<file path="src/rtl/video_pkg.sv">
// Shared types and widths for the video timing path (mode controller and blanker).
package video_pkg;

  localparam int HRES_W = 12;
  localparam int VRES_W = 9;

  typedef enum logic [1:0] {
    ILLEGAL  = 2'd0,
    STANDARD = 2'd1,
    NONSTD   = 2'd2
  } mode_t;

  typedef enum logic [1:0] {
    SEARCH  = 2'd0,
    LOCKING = 2'd1,
    LOCKED  = 2'd2
  } fsm_t;

endpackage

</file>
<file path="src/rtl/sync_meter.sv">
// Measures CRTC sync timing: line length in dots, field length in lines, field-end and
// watchdog strobes. All state advances on ce only.
module sync_meter
  import video_pkg::*;
(
  input  logic              clk,
  input  logic              reset,
  input  logic              ce,
  input  logic              hsync_i,
  input  logic              vsync_i,
  output logic              fe,
  output logic              wd,
  output logic [HRES_W-1:0] h_meas,
  output logic [VRES_W-1:0] v_meas
);

  localparam logic [HRES_W-1:0] DOT_MAX  = '1;
  localparam logic [VRES_W-1:0] LINE_MAX = '1;

  logic              hs_r;
  logic              vs_r;
  logic              field_pend;
  logic [HRES_W-1:0] dot_cnt;
  logic [VRES_W-1:0] line_cnt;
  logic [HRES_W-1:0] h_meas_r;
  logic [VRES_W-1:0] v_meas_r;
  logic              hs_rise;
  logic              vs_rise;
  logic              fe_raw;

  assign hs_rise = hsync_i & ~hs_r;
  assign vs_rise = vsync_i & ~vs_r;
  assign fe_raw  = ce & hs_rise & (field_pend | vs_rise);
  assign wd      = ce & ((dot_cnt == DOT_MAX) | ((line_cnt == LINE_MAX) & ~fe_raw));
  assign fe      = fe_raw & ~wd;

  // Present the fresh measurement in the fe cycle so the FSM acts on that same edge
  assign h_meas = (ce & hs_rise) ? dot_cnt : h_meas_r;
  assign v_meas = fe ? line_cnt + VRES_W'(1) : v_meas_r;

  always_ff @(posedge clk) begin
    if (reset) begin
      hs_r       <= 1'b0;
      vs_r       <= 1'b0;
      field_pend <= 1'b0;
      dot_cnt    <= '0;
      line_cnt   <= '0;
    end else if (ce) begin
      hs_r <= hsync_i;
      vs_r <= vsync_i;
      if (wd) begin
        dot_cnt    <= '0;
        line_cnt   <= '0;
        field_pend <= 1'b0;
      end else begin
        if (hs_rise) begin
          h_meas_r <= dot_cnt;
          dot_cnt  <= '0;
        end else if (dot_cnt != DOT_MAX) begin
          dot_cnt <= dot_cnt + HRES_W'(1);
        end
        if (fe) begin
          v_meas_r   <= line_cnt + VRES_W'(1);
          line_cnt   <= '0;
          field_pend <= 1'b0;
        end else begin
          if (vs_rise) field_pend <= 1'b1;
          if (hs_rise && line_cnt != LINE_MAX) line_cnt <= line_cnt + VRES_W'(1);
        end
      end
    end
  end

endmodule

</file>
<file path="src/rtl/video_mode_ctrl.sv">
// Video mode decision: classifies measured sync timing and switches the blanker mode only
// after a stable lock, with hysteresis against single bad fields.
module video_mode_ctrl
  import video_pkg::*;
#(
  parameter int LOCK_FIELDS   = 4,
  parameter int UNLOCK_FIELDS = 2,
  parameter int TOL_H         = 2,
  parameter int TOL_V         = 1,
  parameter int H_STD_MIN     = 352,
  parameter int H_STD_MAX     = 415,
  parameter int V_STD_MIN     = 296,
  parameter int V_STD_MAX     = 415,
  parameter int NS_MIN        = 128
)(
  input  logic              clk,
  input  logic              reset,
  input  logic              ce,
  input  logic              hsync_i,
  input  logic              vsync_i,
  output logic [1:0]        mode_o,
  output logic              locked_o,
  output logic [HRES_W-1:0] hres_o,
  output logic [VRES_W-1:0] vres_o,
  output logic              mode_chg_o
);

  localparam int PAD_V = HRES_W - VRES_W + 1;
  localparam logic [HRES_W-1:0] H_LO  = HRES_W'(H_STD_MIN);
  localparam logic [HRES_W-1:0] H_HI  = HRES_W'(H_STD_MAX);
  localparam logic [VRES_W-1:0] V_LO  = VRES_W'(V_STD_MIN);
  localparam logic [VRES_W-1:0] V_HI  = VRES_W'(V_STD_MAX);
  localparam logic [HRES_W-1:0] NS_H  = HRES_W'(NS_MIN);
  localparam logic [VRES_W-1:0] NS_V  = VRES_W'(NS_MIN);
  localparam logic [HRES_W:0]   TOL_HW = (HRES_W+1)'(TOL_H);
  localparam logic [HRES_W:0]   TOL_VW = (HRES_W+1)'(TOL_V);
  localparam logic [7:0]        LOCK_N   = 8'(LOCK_FIELDS);
  localparam logic [7:0]        UNLOCK_N = 8'(UNLOCK_FIELDS);

  // Differences are taken one bit wider than the operands so they never wrap
  function automatic logic [HRES_W:0] abs_diff(input logic [HRES_W:0] a,
                                               input logic [HRES_W:0] b);
    return (a >= b) ? (a - b) : (b - a);
  endfunction

  logic              fe;
  logic              wd;
  logic [HRES_W-1:0] h_meas;
  logic [VRES_W-1:0] v_meas;
  mode_t             cls;
  logic              match;
  fsm_t              state, state_nx;
  logic [HRES_W-1:0] ref_h, ref_h_nx;
  logic [VRES_W-1:0] ref_v, ref_v_nx;
  logic [7:0]        lcnt, lcnt_nx;
  logic [7:0]        mcnt, mcnt_nx;
  mode_t             mode_q, mode_nx;
  logic [HRES_W-1:0] hres_nx;
  logic [VRES_W-1:0] vres_nx;
  logic              locked_nx;
  logic              mode_chg_nx;

  sync_meter u_meter (
    .clk     (clk),
    .reset   (reset),
    .ce      (ce),
    .hsync_i (hsync_i),
    .vsync_i (vsync_i),
    .fe      (fe),
    .wd      (wd),
    .h_meas  (h_meas),
    .v_meas  (v_meas)
  );

  always_comb begin
    if (h_meas >= H_LO && h_meas <= H_HI && v_meas >= V_LO && v_meas <= V_HI)
      cls = STANDARD;
    else if (h_meas >= NS_H && v_meas >= NS_V)
      cls = NONSTD;
    else
      cls = ILLEGAL;
    match = (abs_diff({1'b0, h_meas}, {1'b0, ref_h}) <= TOL_HW) &&
            (abs_diff({{PAD_V{1'b0}}, v_meas}, {{PAD_V{1'b0}}, ref_v}) <= TOL_VW);
  end

  always_ff @(posedge clk) begin
    if (reset) begin
      state      <= SEARCH;
      lcnt       <= '0;
      mcnt       <= '0;
      mode_q     <= ILLEGAL;
      locked_o   <= 1'b0;
      hres_o     <= '0;
      vres_o     <= '0;
      mode_chg_o <= 1'b0;
    end else begin
      state      <= state_nx;
      lcnt       <= lcnt_nx;
      mcnt       <= mcnt_nx;
      mode_q     <= mode_nx;
      locked_o   <= locked_nx;
      hres_o     <= hres_nx;
      vres_o     <= vres_nx;
      mode_chg_o <= mode_chg_nx;
    end
    ref_h <= ref_h_nx;
    ref_v <= ref_v_nx;
  end

  // Decisions are taken only at field end; the watchdog overrides from any state
  always_comb begin
    state_nx = state;
    ref_h_nx = ref_h;
    ref_v_nx = ref_v;
    lcnt_nx  = lcnt;
    mcnt_nx  = mcnt;
    mode_nx  = mode_q;
    hres_nx  = hres_o;
    vres_nx  = vres_o;
    if (wd) begin
      state_nx = SEARCH;
      mode_nx  = ILLEGAL;
      lcnt_nx  = '0;
      mcnt_nx  = '0;
    end else if (fe) begin
      case (state)
        SEARCH: begin
          ref_h_nx = h_meas;
          ref_v_nx = v_meas;
          lcnt_nx  = 8'd1;
          state_nx = LOCKING;
        end
        LOCKING: begin
          if (match) begin
            lcnt_nx = lcnt + 8'd1;
            if (lcnt + 8'd1 == LOCK_N) begin
              state_nx = LOCKED;
              mcnt_nx  = '0;
              hres_nx  = ref_h;
              vres_nx  = ref_v;
              mode_nx  = cls;
            end
          end else begin
            ref_h_nx = h_meas;
            ref_v_nx = v_meas;
            lcnt_nx  = 8'd1;
          end
        end
        LOCKED: begin
          if (match) begin
            mcnt_nx = '0;
          end else begin
            mcnt_nx = mcnt + 8'd1;
            if (mcnt + 8'd1 == UNLOCK_N) begin
              state_nx = SEARCH;
              mcnt_nx  = '0;
            end
          end
        end
        default: state_nx = SEARCH;
      endcase
    end
  end

  always_comb begin
    locked_nx   = (state_nx == LOCKED);
    mode_chg_nx = (mode_nx != mode_q);
  end

  assign mode_o = mode_q;

endmodule

</file>
<file path="config.mk">
export PLATFORM = sky130hd
export DESIGN_NAME = video_mode_ctrl
export DESIGN_NICKNAME = d
export VERILOG_FILES = /design/src/rtl/video_pkg.sv /design/src/rtl/sync_meter.sv /design/src/rtl/video_mode_ctrl.sv
export SDC_FILE = /design/constraint.sdc
export NUM_CORES = 1
export LEC_CHECK = 0
export CAP_MARGIN = 30
export CORE_MARGIN = 5
export CORE_UTILIZATION = 62
export CTS_BUF_LIST = sky130_fd_sc_hd__clkbuf_8
export CTS_CLUSTER_DIAMETER = 150
export DETAILED_ROUTE_END_ITERATION = 7
export PLACE_DENSITY = 0.77
export RECOVER_POWER = 100
export SLEW_MARGIN = 20
export SYNTH_ARGS = -nofsm -noshare
export SYNTH_HDL_FRONTEND = slang
export SYNTH_HIERARCHICAL = 1
export SYNTH_SLANG_ARGS = --single-unit
</file>
<file path="constraint.sdc">
create_clock -name clk -period 12.5 [get_ports clk]
set_clock_uncertainty 0.1 [all_clocks]
set_input_delay 2.5 -clock clk [delete_from_list [all_inputs] [get_ports clk]]
set_output_delay 2.5 -clock clk [all_outputs]
set_load 0.01 [all_outputs]
</file>
# Yosys cells after proc, flatten, opt, wreduce, memory -nomap -nowiden
# Index checks and enable logic that the tools add are counted.
# W data, S select, Z words.
[totals]
ff_bits = 109
latch_bits = 0
mem_bits_rw = 0
rom_bits = 0
input_bits = 5
output_inout_bits = 25
word_cells = 122
memories = 0
[classes]
n_addsub = 8
mul = 0
div_mod_pow = 0
n_lt_le_gt_ge = 10
n_eq_ne = 13
n_shift = 0
muxes = 38
n_bitwise = 14
reduce_logical = 22
[op_table]
columns = ["operator", "n"]
rows = [
  ["$mux W12", 5],
  ["$mux W9", 5],
  ["$mux W8", 5],
  ["$pmux W8 S2", 2],
  ["$mux W13", 2],
  ["$mux W2", 13],
  ["$sub A12 B12 Y13", 2],
  ["$pmux W12 S2", 1],
  ["$sub A9 B9 Y10", 2],
  ["$pmux W9 S2", 1],
  ["$add A8 B1 Y8 const B", 2],
  ["$le A13 B1 Y1 const B", 1],
  ["$le A13 B2 Y1 const B", 1],
  ["$add A12 B1 Y12 const B", 1],
  ["$eq A12 B12 Y1 const B", 1],
  ["$ge A12 B12 Y1", 1],
  ["$ge A12 B8 Y1 const B", 1],
  ["$ge A12 B9 Y1 const B", 1],
  ["$le A12 B9 Y1 const B", 1],
  ["$ne A12 B12 Y1 const B", 1],
  ["$reduce_and A4 Y1", 3],
  ["$add A9 B1 Y9 const B", 1],
  ["$eq A9 B9 Y1 const B", 1],
  ["$ge A9 B8 Y1 const B", 1],
  ["other kinds (23)", 50],
]

# Longest topological paths before layout
[logic_depth]
word_depth = 21
ltp_mapped = 23

# Modules after synthesis
# The synthesis kept the hierarchy.
[by_module_without_submodules]
columns = ["mod", "n_inst", "cells_each", "area_per_inst_um2", "seq_area_each_um2"]
rows = [
  ["video_mode_ctrl", 1, 607, 5096.1, 1491.4],
  ["sync_meter", 1, 196, 2113.3, 1111.1],
]

# Worst setup path after synthesis
# No wires, ideal clock.
[synth_timing]
path_kind = "input-to-reg"
start = "in ce"
end = "reg ref_h[0] (enable)"
arrival_time_ns = 6.987
t_required_ns = 11.975
path_slack_ns = 4.987
stages = 19
n_path_buf = 3
path_cell_list = "nand3b_2 o21bai_2 nor2_4 nor2_1 a21oi_1 inv_1 ha_1 buf_2 a21o_1 o311ai_2 and2_1 buf_6 nor3b_1 a311oi_1 or4_1 or4_1 buf_4 nor2_1 nor3_1"
[synth_between]
elab_chain_cells = 15
elab_cells_between_ends = 23
classes_between = "4 x add/sub; 4 x order compare; 1 x eq/ne; 4 x mux; 8 x bitwise; 2 x reduce/logical"
[synth_rtl]
columns = ["element", "line", "rtl"]
rows = [
  ["from (decl)", "video_mode_ctrl.sv:18", "input logic ce,"],
  ["$and A1 B1 Y1 (2 in a row)", "sync_meter.sv:33", "assign fe_raw = ce & hs_rise & (field_pend | vs_rise);"],
  ["$not A1 Y1", "sync_meter.sv:34", "assign wd = ce & ((dot_cnt == DOT_MAX) | ((line_cnt == LINE_MAX) & ~fe_raw));"],
  ["$and A1 B1 Y1", "sync_meter.sv:34", ""],
  ["$or A1 B1 Y1", "sync_meter.sv:34", ""],
  ["$and A1 B1 Y1", "sync_meter.sv:34", ""],
  ["$not A1 Y1", "sync_meter.sv:35", "assign fe = fe_raw & ~wd;"],
  ["$and A1 B1 Y1 (*)", "sync_meter.sv:35", ""],
  ["$mux W9 (*)", "sync_meter.sv:39", "assign v_meas = fe ? line_cnt + VRES_W'(1) : v_meas_r;"],
  ["net v_meas[3]", "video_mode_ctrl.sv:49", "logic [VRES_W-1:0] v_meas;"],
  ["$sub A9 B9 Y10 / $ge A9 B9 Y1 (equally long branches)", "video_mode_ctrl.sv:43", "return (a >= b) ? (a - b) : (b - a);"],
  ["$mux W13 (*)", "video_mode_ctrl.sv:43", ""],
  ["$le A13 B1 Y1 (*)", "video_mode_ctrl.sv:83", "(abs_diff({{PAD_V{1'b0}}, v_meas}, {{PAD_V{1'b0}}, ref_v}) <= TOL_VW);"],
  ["$logic_and A1 B1 Y1 (*)", "video_mode_ctrl.sv:82", "match = (abs_diff({1'b0, h_meas}, {1'b0, ref_h}) <= TOL_HW) &&"],
  ["$ne A2 B2 Y1 (no line) (*)", "n/a", ""],
  ["$reduce_and A4 Y1 (no line) (*)", "n/a", ""],
  ["to (signal assigned)", "video_mode_ctrl.sv:106", "ref_h <= ref_h_nx;"],
  ["to (decl)", "video_mode_ctrl.sv:53", "logic [HRES_W-1:0] ref_h, ref_h_nx;"],
]
# Mark *: on every way through the listed nets, which the timed path passes. The rest lies on a longest branch.
# A chain may end at the register's enable or synchronous reset.

# Worst setup path after layout
[layout_timing]
start = "in ce"
end = "reg ref_v[5] (enable)"
[layout_between]
elab_chain_cells = 15
elab_cells_between_ends = 23
classes_between = "4 x add/sub; 4 x order compare; 1 x eq/ne; 4 x mux; 8 x bitwise; 2 x reduce/logical"
[layout_rtl]
columns = ["element", "line", "rtl"]
rows = [
  ["$and A1 B1 Y1 (2 in a row)", "sync_meter.sv:33", ""],
  ["$not A1 Y1", "sync_meter.sv:34", ""],
  ["$and A1 B1 Y1", "sync_meter.sv:34", ""],
  ["$or A1 B1 Y1", "sync_meter.sv:34", ""],
  ["$and A1 B1 Y1", "sync_meter.sv:34", ""],
  ["$not A1 Y1", "sync_meter.sv:35", ""],
  ["$and A1 B1 Y1 (*)", "sync_meter.sv:35", ""],
  ["net fe", "video_mode_ctrl.sv:46", "logic fe;"],
  ["$mux W9 (*)", "sync_meter.sv:39", ""],
  ["net v_meas[6]", "video_mode_ctrl.sv:49", ""],
  ["$sub A9 B9 Y10 / $ge A9 B9 Y1 (equally long branches)", "video_mode_ctrl.sv:43", ""],
  ["$mux W13 (*)", "video_mode_ctrl.sv:43", ""],
  ["$le A13 B1 Y1 (*)", "video_mode_ctrl.sv:83", ""],
  ["$logic_and A1 B1 Y1 (*)", "video_mode_ctrl.sv:82", ""],
  ["$ne A2 B2 Y1 (no line) (*)", "n/a", ""],
  ["$reduce_and A4 Y1 (no line) (*)", "n/a", ""],
  ["to (signal assigned)", "video_mode_ctrl.sv:107", "ref_v <= ref_v_nx;"],
  ["to (decl)", "video_mode_ctrl.sv:54", "logic [VRES_W-1:0] ref_v, ref_v_nx;"],
]
# Marks and branches as above.

==> summary.txt <==
Yosys
  • Synth cell types: 74
  • Ys async rst share: 0%
  • Syn nets: 860
  • YS warnings: 6
  • Number of synthesized register bits: 109
  • Syn Std Cell Area: 0.00721 mm^2
  • Top FF cell, synth: dfxtp_1
  • Syn Area/Cell: 8.98 um^2
  • Sequential share of the synthesized area: 36.1%
  • Synth Instances: 803
  • Post-synth EDFFs: 42

Route
  • Final WL: 16,500 um
  • Residual DRC count: 1
  • Number of detailed-route iterations in the first pass: 7
  • Vias: 5,931
  • DRT iter0 DRCs: 422
  • Post-DRT Antenna Nets: 0
  • WL per Instance: 17.1 um
  • Via density: 6.15

Timing
  • Pins Over Slew Limit: 26
  • PnR worst setup slack: 2130 ps
  • Final worst path period share: 83.0%
  • Finish-stage setup viols: 0
  • Slew @ Worst Pin: 1570 ps
  • RSZ-0062 raised after global routing: no
  • Maximum clock frequency: 96.4 MHz
  • Setup TNS: 0 ps
  • Crit path time final: 10,370 ps
  • Hold violation total from the final report: 0
  • Worst relative slew slack: -4.99%

Power
  • Worst VDD drop: 0.000104 V
  • Power Dens Cells: 101 mW/mm^2
  • Static Leak: 3.11 nW

Finish
  • Layout cells sized above 1: 4.26%
  • Antenna diodes: 0
  • Layout area overhead: 6.44%
  • Nets: 874

Critical path
  • Worst Path Max Fanout: 25
  • Crit end category: flop
  • Reg2Reg Depth: 17
  • Crit path required time: 12,360 ps
  • Crit path kind: input pin to flop
  • Worst Setup SP: ce
  • Critical Path End: ref_v[5]$_DFFE_PP_
  • Reg-to-Reg Start: u_meter/hs_r$_SDFFE_PP0P_
  • Worst Setup Start Kind: input pin
  • CP arrival: 10,230 ps
  • RR Endpoint: ref_v[5]$_DFFE_PP_
  • R2r setup slk: 4800 ps

Placed design
  • Setup Slack @ Placement: 2930 ps
  • Port bufs: 29
  • Final GP Congestion: 0.861
  • Post-DP HPWL: 12,300 um

Floorplan
  • I/O Pins: 30
  • Die width: 118 um
  • Die H: 118 um
  • Core area: 0.0114 mm^2
  • Die area: 0.0139 mm^2
  • Initial Utilization: 63.1%
  • Row count: 39

Run status
  • Failing checks: design-rule violations, max-capacitance violations, max-slew violations
  • Status: finished with violations

CTS
  • Clk slew on worst S/H paths: 110 ps
  • Clock sink count: 109
  • H-tree levels: 3
  • Root buf cell: clkbuf_8
  • CTS tree: yes
  • Post_cts resized: 0
  • CTS Hold Bufs: 0
  • Clock buffer depth: 2
  • Skew-Pair Late Insertion Delay: 410 ps
  • CTS Buf Count: 9
  • Setup Fix Bufs, Post-CTS: 0

GRT
  • GR Overflow Total: 0
  • Vias in the first global route: 5,545
  • First-pass GRT wire length: 27,200 um
  • Largest net degree at the start of global routing: 35
  • Initial antenna violation count: 0
  • GR Util All Layers: 23.5%

Flow run
  • Max Cap Violations: 1

Worst hold path
  • Hold Crit Class: flop to flop
-- worst min path at each step --
stage                         start                   end  slack, ps  depth (start not counted)
2_1_floorplan  lcnt[1]$_SDFFE_PP0P_  lcnt[1]$_SDFFE_PP0P_        340                          2
3_3_place_gp   lcnt[1]$_SDFFE_PP0P_  lcnt[1]$_SDFFE_PP0P_        360                          2
3_5_place_dp   lcnt[1]$_SDFFE_PP0P_  lcnt[1]$_SDFFE_PP0P_        370                          2
4_1_cts        lcnt[1]$_SDFFE_PP0P_  lcnt[1]$_SDFFE_PP0P_        390                          2
5_1_grt        lcnt[1]$_SDFFE_PP0P_  lcnt[1]$_SDFFE_PP0P_        410                          2
6_report       lcnt[1]$_SDFFE_PP0P_  lcnt[1]$_SDFFE_PP0P_        380                          2
-- area by class of cell --
class	count	area [um^2]
multi-input cells	603	4140
fillers	959	3740
flip-flops and latches	109	2600
repair buffers	33	313
inverters	61	229
well taps	143	179
clock buffers	9	124
clock inverters	7	82.6
-- cell usage after synthesis, types with 4 or more instances --
cell,instances,area (um^2)
nand3b_1,10,75.1
or2_2,5,31.3
nor3_1,20,100
xnor2_1,21,184
buf_2,4,20.0
mux2_2,14,158
nor2b_1,8,50.1
xor2_1,20,175
fa_1,4,80.1
o21a_1,6,45.0
o21ai_0,31,155
dfxtp_1,67,1340
nand4b_1,4,35.0
nor3b_1,4,30.0
and3_1,16,100
o22ai_1,4,25.0
o211ai_1,6,45.0
a31oi_1,9,56.3
nor4_1,4,25.0
nand2_1,50,188
o221ai_1,4,35.0
and2_1,4,25.0
nand2b_1,9,56.3
a21o_1,18,135
or3_1,8,50.1
buf_6,4,45.0
a211oi_1,8,60.1
ha_1,48,601
edfxtp_1,42,1260
nand4_1,13,81.3
clkbuf_1,17,63.8
nand3_1,31,155
nor2_1,82,308
mux2i_1,30,300
a21oi_1,53,265
inv_1,60,225
-- worst max-delay path, cell delays in order --
cell and delay [ps]:
dlygate4sd3_1 870, nand3b_1 660, o21bai_1 470, nor2_1 1220
nor2_1 110, a21oi_1 450, inv_1 130, ha_1 470
o21ai_0 160, o31a_1 300, and2_0 320, or3_1 430
o311a_1 150, or4_1 490, or4_1 690, nor2_1 180
nor3_2 50, clkbuf_1 580
-- metal layers --
layer	vias up	GRT usage (%)	part of all wire, %
li1	2916	-	-
met1	2806	31.6	46
met2	189	39.0	48
met3	20	4.81	5.4
met4	0	5.81	1.2
met5	-	0	0
-- where the power goes --
| part | switching (mW) | internal, mW |
|---|---|---|
| logic | 0.104 | 0.0613 |
| clock network | 0.146 | 0.0821 |
| registers | 0.00500 | 0.377 |
-- registers in the layout, indices dropped and copies added, names as in the netlist, 8 cells and up --
signal	count
u_meter/dot_cnt	12
u_meter/line_cnt	9
ref_v	9
lcnt	8
hres_o	12
u_meter/h_meas_r	12
vres_o	9
u_meter/v_meas_r	9
mcnt	8
ref_h	12
-- metrics by stage --
step | area, um^2 | instances | hold slack [ps] | power (mW) | util (%)
finish | 7670 | 965 | 385 | 0.775 | 67.2
CTS | 7760 | 965 | 385 | 0.781 | 68.0
detailed placement | 7550 | 949 | 369 | 0.554 | 66.2
global placement | 7550 | 949 | 359 | 0.551 | 66.2
global route | 7670 | 965 | 412 | 0.815 | 67.2
floorplan | 7210 | 803 | 344 | 0.518 | -
-- cells by family after synthesis --
group,share of synthesized area (%)
fa+ha+maj,9.44
simple gates,20.9
buf+inv,5.38
mux,6.77
compound gates,16.4
xor+xnor,4.98
flops,36.1
-- cells in the final DEF (no fill, tap or decap), types with 4 or more instances in the layout --
master	synthesis	routed
a211oi_1	8	8
o22ai_1	4	4
nor2_1	82	83
a31oi_1	9	9
dfxtp_1	67	67
edfxtp_1	42	42
ha_1	48	48
mux2_1	0	13
and3_1	16	16
nand2_1	50	50
fa_1	4	4
nand3b_1	10	12
inv_1	60	60
a21oi_1	53	54
nor3_1	20	21
inv_8	0	4
or3_1	8	8
o221ai_1	4	4
or2_2	5	5
nor3b_1	4	4
xor2_1	20	20
nand3_1	31	31
clkbuf_8	0	9
nor2b_1	8	8
mux2i_1	30	30
dlygate4sd3_1	0	26
a21o_1	18	18
nand4_1	13	13
nand2b_1	9	9
xnor2_1	21	21
o21ai_0	31	31
o21a_1	6	6
nand4b_1	4	4
o211ai_1	6	6
o21bai_1	2	4
nor4_1	4	6
Note: power is estimated with default switching activity, not from simulation.
